==> src/rtl/drac_pkg.sv <==
// Shared execute/writeback types: the scalar writeback instruction and the
// writeback source identifiers used by the round-robin arbiter.
package drac_pkg;

    typedef struct packed {
        logic        valid;
        logic [63:0] pc;
        logic [63:0] result;
        logic [4:0]  rd;
        logic [5:0]  prd;
        logic        regfile_we;
        logic [5:0]  gl_index;
    } exe_wb_scalar_instr_t;

    typedef logic [1:0] wb_src_t;

    localparam wb_src_t WB_SRC_ALU = 2'd0;
    localparam wb_src_t WB_SRC_MUL = 2'd1;
    localparam wb_src_t WB_SRC_DIV = 2'd2;

    // Next source in round-robin order, wrapping DIV back to ALU.
    function automatic wb_src_t wb_src_next(input wb_src_t src);
        return (src == WB_SRC_DIV) ? WB_SRC_ALU : wb_src_t'(src + 2'd1);
    endfunction

endpackage

==> src/rtl/wb_src_fifo.sv <==
// Result buffer for a non-stallable execute unit; FIFO_DEPTH must be a power
// of two so the read/write pointers wrap naturally.
module wb_src_fifo
    import drac_pkg::*;
#(
    parameter int FIFO_DEPTH = 4
) (
    input  logic                         clk_i,
    input  logic                         rstn_i,
    input  logic                         flush,
    input  logic                         push,
    input  exe_wb_scalar_instr_t         push_data,
    input  logic                         pop,
    output exe_wb_scalar_instr_t         head,
    output logic [$clog2(FIFO_DEPTH):0]  count,
    output logic                         full,
    output logic                         empty
);
    localparam int PTR_W = $clog2(FIFO_DEPTH);
    localparam int CNT_W = PTR_W + 1;

    exe_wb_scalar_instr_t mem [FIFO_DEPTH];
    logic [PTR_W-1:0]     wr_ptr;
    logic [PTR_W-1:0]     rd_ptr;
    logic [CNT_W-1:0]     cnt_q;
    logic                 do_push;
    logic                 do_pop;

    assign empty   = (cnt_q == '0);
    assign full    = (cnt_q == CNT_W'(FIFO_DEPTH));
    assign do_pop  = pop && !empty;
    // A full FIFO may still accept when the head leaves in the same cycle.
    assign do_push = push && (!full || do_pop);
    assign head    = mem[rd_ptr];
    assign count   = cnt_q;

    // NOTE: storage is deliberately not reset; occupancy is defined by the
    // pointers and count alone, so stale entries are never observed.
    always_ff @(posedge clk_i) begin
        if (do_push && !flush) begin
            mem[wr_ptr] <= push_data;
        end
    end

    // NOTE: sequential state uses non-blocking assignments so every flop
    // samples pre-edge values regardless of block ordering.
    always_ff @(posedge clk_i or negedge rstn_i) begin
        if (!rstn_i) begin
            wr_ptr <= '0;
            rd_ptr <= '0;
            cnt_q  <= '0;
        end else if (flush) begin
            wr_ptr <= '0;
            rd_ptr <= '0;
            cnt_q  <= '0;
        end else begin
            if (do_push) wr_ptr <= wr_ptr + PTR_W'(1);
            if (do_pop)  rd_ptr <= rd_ptr + PTR_W'(1);
            case ({do_push, do_pop})
                2'b10:   cnt_q <= cnt_q + CNT_W'(1);
                2'b01:   cnt_q <= cnt_q - CNT_W'(1);
                default: cnt_q <= cnt_q;
            endcase
        end
    end

endmodule

==> src/rtl/exe_wb_arbiter.sv <==
// Scalar writeback arbiter: round-robin merge of ALU and MUL (FIFO-buffered)
// and DIV (valid/ready). Define WB_ARB_PERF_CNT_EN to enable the conflict counter.
module exe_wb_arbiter
    import drac_pkg::*;
#(
    parameter int FIFO_DEPTH = 4,
    parameter int CNT_W      = 32
) (
    input  logic                 clk_i,
    input  logic                 rstn_i,
    input  logic                 flush_i,
    input  exe_wb_scalar_instr_t alu_instr_i,
    input  exe_wb_scalar_instr_t mul_instr_i,
    input  exe_wb_scalar_instr_t div_instr_i,
    output logic                 div_ready_o,
    output logic                 alu_stall_o,
    output logic                 mul_stall_o,
    output exe_wb_scalar_instr_t instruction_o,
    output logic                 overflow_o,
    output logic [CNT_W-1:0]     conflict_cnt_o
);
    localparam int FCNT_W = $clog2(FIFO_DEPTH) + 1;

    exe_wb_scalar_instr_t alu_head, mul_head, alu_entry, mul_entry, grant_entry, instr_q;
    logic [FCNT_W-1:0]    alu_count, mul_count;
    logic                 alu_full, alu_empty, mul_full, mul_empty;
    logic [2:0]           req;
    wb_src_t              rr_q, grant, cand;
    logic                 grant_valid;
    logic                 gnt_alu, gnt_mul, alu_push, alu_pop, mul_push, mul_pop;
    logic                 drop, overflow_q;

    // An empty FIFO is bypassed so an uncontended result costs one cycle.
    assign alu_entry = alu_empty ? alu_instr_i : alu_head;
    assign mul_entry = mul_empty ? mul_instr_i : mul_head;
    assign req       = {div_instr_i.valid,
                        !mul_empty || mul_instr_i.valid,
                        !alu_empty || alu_instr_i.valid};

    // NOTE: every always_comb output gets a default first so no latch is inferred.
    always_comb begin
        grant       = rr_q;
        grant_valid = 1'b0;
        cand        = rr_q;
        for (int i = 0; i < 3; i++) begin
            if (!grant_valid && req[cand]) begin
                grant       = cand;
                grant_valid = 1'b1;
            end
            cand = wb_src_next(cand);
        end
    end

    always_comb begin
        case (grant)
            WB_SRC_ALU: grant_entry = alu_entry;
            WB_SRC_MUL: grant_entry = mul_entry;
            default:    grant_entry = div_instr_i;
        endcase
    end

    assign gnt_alu     = grant_valid && (grant == WB_SRC_ALU) && !flush_i;
    assign gnt_mul     = grant_valid && (grant == WB_SRC_MUL) && !flush_i;
    assign div_ready_o = grant_valid && (grant == WB_SRC_DIV) && !flush_i;

    assign alu_pop  = gnt_alu && !alu_empty;
    assign mul_pop  = gnt_mul && !mul_empty;
    assign alu_push = alu_instr_i.valid && !flush_i && !(gnt_alu && alu_empty);
    assign mul_push = mul_instr_i.valid && !flush_i && !(gnt_mul && mul_empty);
    assign drop     = (alu_push && alu_full && !alu_pop) || (mul_push && mul_full && !mul_pop);

    wb_src_fifo #(.FIFO_DEPTH(FIFO_DEPTH)) u_alu_fifo (
        .clk_i     (clk_i),
        .rstn_i    (rstn_i),
        .flush     (flush_i),
        .push      (alu_push),
        .push_data (alu_instr_i),
        .pop       (alu_pop),
        .head      (alu_head),
        .count     (alu_count),
        .full      (alu_full),
        .empty     (alu_empty)
    );

    wb_src_fifo #(.FIFO_DEPTH(FIFO_DEPTH)) u_mul_fifo (
        .clk_i     (clk_i),
        .rstn_i    (rstn_i),
        .flush     (flush_i),
        .push      (mul_push),
        .push_data (mul_instr_i),
        .pop       (mul_pop),
        .head      (mul_head),
        .count     (mul_count),
        .full      (mul_full),
        .empty     (mul_empty)
    );

    // MUL threshold is one lower to absorb the two multiplier stages in flight.
    assign alu_stall_o = (alu_count >= FCNT_W'(FIFO_DEPTH - 1));
    assign mul_stall_o = (mul_count >= FCNT_W'(FIFO_DEPTH - 2));

    always_ff @(posedge clk_i or negedge rstn_i) begin
        if (!rstn_i) begin
            instr_q <= '0;
            rr_q    <= WB_SRC_ALU;
        end else if (flush_i) begin
            instr_q.valid <= 1'b0;
            rr_q          <= WB_SRC_ALU;
        end else if (grant_valid) begin
            instr_q <= grant_entry;
            rr_q    <= wb_src_next(grant);
        end else begin
            instr_q.valid <= 1'b0;
        end
    end

    always_ff @(posedge clk_i or negedge rstn_i) begin
        if (!rstn_i) begin
            overflow_q <= 1'b0;
        end else if (drop) begin
            overflow_q <= 1'b1;
        end
    end

    assign instruction_o = instr_q;
    assign overflow_o    = overflow_q;

`ifdef WB_ARB_PERF_CNT_EN
    logic             multi_req;
    logic [CNT_W-1:0] conflict_q;

    assign multi_req = (req[0] && req[1]) || (req[0] && req[2]) || (req[1] && req[2]);

    always_ff @(posedge clk_i or negedge rstn_i) begin
        if (!rstn_i) begin
            conflict_q <= '0;
        end else if (!flush_i && multi_req && (conflict_q != {CNT_W{1'b1}})) begin
            conflict_q <= conflict_q + CNT_W'(1);
        end
    end

    assign conflict_cnt_o = conflict_q;
`else
    assign conflict_cnt_o = '0;
`endif

endmodule

==> config.mk <==
export PLATFORM = sky130hd
export DESIGN_NAME = exe_wb_arbiter
export DESIGN_NICKNAME = d
export VERILOG_FILES = /design/src/rtl/drac_pkg.sv /design/src/rtl/wb_src_fifo.sv /design/src/rtl/exe_wb_arbiter.sv
export SDC_FILE = /design/constraint.sdc
export NUM_CORES = 2
export LEC_CHECK = 0
export BUFFER_PORTS_ARGS = -buffer_cell sky130_fd_sc_hd__buf_2
export CORE_MARGIN = 2
export CORE_UTILIZATION = 44
export CTS_CLUSTER_DIAMETER = 150
export CTS_CLUSTER_SIZE = 16
export DETAILED_ROUTE_END_ITERATION = 7
export PLACE_DENSITY = 0.72
export SETUP_SLACK_MARGIN = 0.02
export SLEW_MARGIN = 20
export SYNTH_ARGS = -nofsm -noshare
export SYNTH_HDL_FRONTEND = slang
export SYNTH_HIERARCHICAL = 1
export SYNTH_SLANG_ARGS = --single-unit
==> constraint.sdc <==
create_clock -name clk_i -period 8.3 [get_ports clk_i]
set_input_delay 1.245 -clock clk_i [delete_from_list [all_inputs] [get_ports clk_i]]
set_output_delay 1.245 -clock clk_i [all_outputs]
set_load 0.02 [all_outputs]
==> results.sh <==
export IMPL_outcome="finished clean"
export IMPL_synth_ff_latch_count=1340
export IMPL_cap_violations=0
export IMPL_worstPathBufferInverterCount=2
export IMPL_tritoncts="yes"
export IMPL_cts_resized=0
export IMPL_synth_flop_cell="sky130_fd_sc_hd__edfxtp_1"
export IMPL_crit_slowest_cell="sky130_fd_sc_hd__and2_4"
export IMPL_clk_root_buffer_cell="sky130_fd_sc_hd__clkbuf_16"
export IMPL_timing_final_crit_period_ns=5.35
export IMPL_max_slew_margin=0.250
export IMPL_cp_arrival_ns=5.68
export IMPL_fraction_of_the_core_area_covered_by_cells_at_the_end_of_the_flow=0.501
export IMPL_yosys_warnings=6
export IMPL_synth_cell_area_um2=53700
export IMPL_clock_sinks=1340
export IMPL_routed_wl_um=130000
export IMPL_leakagePower_nw=22.0
export IMPL_stdcell_count=4867
export IMPL_yosys_area_top_type="sky130_fd_sc_hd__edfxtp_1"
export IMPL_antenna_found_initial=63
export IMPL_io_buffers=594
export IMPL_synthesis_instances=2577
export IMPL_drive_gt1_frac=0.329
export IMPL_width_of_the_die_um=353
export IMPL_clk_pin_slew_ns=0.08
export IMPL_cts_htree_levels=3
export IMPL_die_y_um=353
export IMPL_area_delta_synth_final_pct=13.4
export IMPL_ios=627
export IMPL_vias=28200
export IMPL_first_global_vias=28600
export IMPL_synth_cells_most_frequent="1176 x sky130_fd_sc_hd__edfxtp_1, 294 x sky130_fd_sc_hd__mux2i_1, 294 x sky130_fd_sc_hd__mux4_2"
export IMPL_hold_class="reg2reg"
export IMPL_drt_first_iter_violations=2608
export IMPL_antenna_left=0
export IMPL_post_route_period_util=0.645
export IMPL_most_area_consuming_cells_after_synthesis="sky130_fd_sc_hd__edfxtp_1 66%, sky130_fd_sc_hd__mux4_2 12%, sky130_fd_sc_hd__dfrtp_1 7.6%"
export IMPL_wl_per_cell_um=26.8
export IMPL_vdd_ir_drop_max_mv=0.193
export IMPL_timing_critical_path_slowest_cell_delay_ns=0.71
export IMPL_dr_pass1_iters=5
export IMPL_post_cts_setup_buffers=0
export IMPL_avgSynthCellArea_um2=20.8
export IMPL_seq_area_frac_synth=0.734
export IMPL_hold_viol_final=0
export IMPL_final_setup_skew_ns=0.0265
export IMPL_remaining_overflow_grt=0
export IMPL_critical_path_top_delay_family="simple AND/OR/NAND/NOR gates"
export IMPL_critPathKind="reg2reg"
export IMPL_capturing_element_type_of_the_critical_path="flop"
export IMPL_element_type_at_the_critical_path_start="flop"
export IMPL_clk_path_buf_depth=3
export IMPL_gr_usage_all_layers=0.206
export IMPL_number_of_clock_buffers_inserted_by_tritoncts=93
export IMPL_power_density_nw_per_um2=222
export IMPL_share_of_synthesized_registers_carrying_an_async_set_or_reset=0.122
export IMPL_design_final_nets=3584
export IMPL_drc_errors=0
export IMPL_finalWeightedCongestion=0.781
export IMPL_worst_slew_pin_transition_ns=1.13
export IMPL_critical_path_cell_chain="nor3_2 -> buf_12 -> nor3b_2 -> o2111ai_4 -> nor2_1 -> nand2b_1 -> o211a_1 -> and2_4 -> buf_4"
export IMPL_setup_viol=0
export IMPL_count_leader_synth="sky130_fd_sc_hd__edfxtp_1"
export IMPL_core_area_um2=121000
export IMPL_finalSetupTns_ns=0
export IMPL_crit_fanout=105
export IMPL_detail_route_vias_per_cell=5.80
export IMPL_ctsHoldBuffers=0
export IMPL_grt_pass1_wl_um=192000
export IMPL_netlist_area_leader_share=0.658
export IMPL_die_area_um2=125000
export IMPL_post_place_cells=4660
export IMPL_synth_edf_count=1176
export IMPL_grt_setup_unrepaired="no"
export IMPL_grt_start_max_net_pins=116
export IMPL_crit_path_required_time_ns=8.63
export IMPL_fmax_mhz=187
export IMPL_finalMaxSlewViolations=0
export IMPL_synth_lib_cells_used_distinct=60
export IMPL_worstSkewPairLatency_ns=0.70
export IMPL_initial_utilization=0.442
export IMPL_floorplan_rows=128
export IMPL_hpwlAfterDp_um=81500
export IMPL_final_hold_worst_slack_ns=0.512
## worst paths after layout
kind	start	end	slack, ns	depth (start not counted)
max	u_mul_fifo/count[0]	u_alu_fifo/mem[2][49]	2.95	9
min	instruction_o[85]	instruction_o[85]	0.51	1
max reg2reg	u_mul_fifo/count[0]	u_alu_fifo/mem[2][49]	2.95	9
min reg2reg	instruction_o[85]	instruction_o[85]	0.51	1
max in group asynchronous	rstn_i	instruction_o[15]	6.64	2
min in group asynchronous	rstn_i	instruction_o[96]	0.56	1
## cell usage in the layout, fill, tap and decap left out, types with 10 or more instances in the layout
cell type                      n
sky130_fd_sc_hd__a221o_1     146
sky130_fd_sc_hd__conb_1       32
sky130_fd_sc_hd__o22ai_1     149
sky130_fd_sc_hd__diode_2      32
sky130_fd_sc_hd__mux4_2      294
sky130_fd_sc_hd__clkbuf_1     73
sky130_fd_sc_hd__edfxtp_1   1176
sky130_fd_sc_hd__buf_4        28
sky130_fd_sc_hd__buf_2       593
sky130_fd_sc_hd__nor2_1       16
sky130_fd_sc_hd__buf_12       12
sky130_fd_sc_hd__inv_1        10
sky130_fd_sc_hd__dfrtp_1     160
sky130_fd_sc_hd__o21ai_0      13
sky130_fd_sc_hd__mux2i_1     294
sky130_fd_sc_hd__clkbuf_16    94
## stage by stage
stage	area, um^2	worst slack [ns]	total power [W]
floorplan	53800	1.90	0.00863
global placement	58000	2.88	0.00921
detailed placement	58000	2.85	0.00923
CTS	60800	2.80	0.0136
global route	60900	2.49	0.0140
finish	60900	2.95	0.0135
## per-layer routing
| layer | track usage | up-vias | wire [um] |
|---|---|---|---|
| li1 | - | 12000 | - |
| met1 | 0.284 | 14800 | 53300 |
| met2 | 0.331 | 1102 | 64100 |
| met3 | 0.0383 | 233 | 8850 |
| met4 | 0.0723 | 40 | 3980 |
| met5 | 0 | - | 243 |
## sequential cells by signal (all words and copies together), names as in the netlist
name               count
u_mul_fifo/count       3
u_alu_fifo/rd_ptr      2
u_mul_fifo/wr_ptr      2
u_alu_fifo/wr_ptr      2
overflow_o             1
instruction_o        147
u_mul_fifo/mem       588
u_alu_fifo/count       3
rr_q                   2
u_mul_fifo/rd_ptr      2
u_alu_fifo/mem       588
## report_power, final
group / internal (W) / switching (W) / total, W / leakage [nW]
Clock: 0.00218 / 0.00226 / 0.00443 / 1.30
Sequential: 0.00755 / 0.000126 / 0.00768 / 12.6
Combinational: 0.000536 / 0.000866 / 0.00140 / 8.05
Total: 0.0103 / 0.00325 / 0.0135 / 22.0
## cell families after synthesis
family / Yosys count / synth area share
adder cells (fa/ha/maj): 10 / 0.00261
AND/OR/NAND/NOR: 67 / 0.00711
buffers and inverters: 218 / 0.0249
multiplexers: 588 / 0.178
AO/OA/AOI/OAI: 346 / 0.0515
flip-flops: 1340 / 0.734
other: 1 / 0.0000699
XOR/XNOR: 7 / 0.00114
## cell type report
class	instances	area, um^2
tap	1625	2030
clock inverter	6	97.6
fill	9865	60500
sequential	1340	39400
clock buffer	169	2650
timing repair buffer	634	3430
inverter	11	41.3
antenna	32	80.1
multi-input combinational	1050	13100
(Power assumes the default switching activity.)
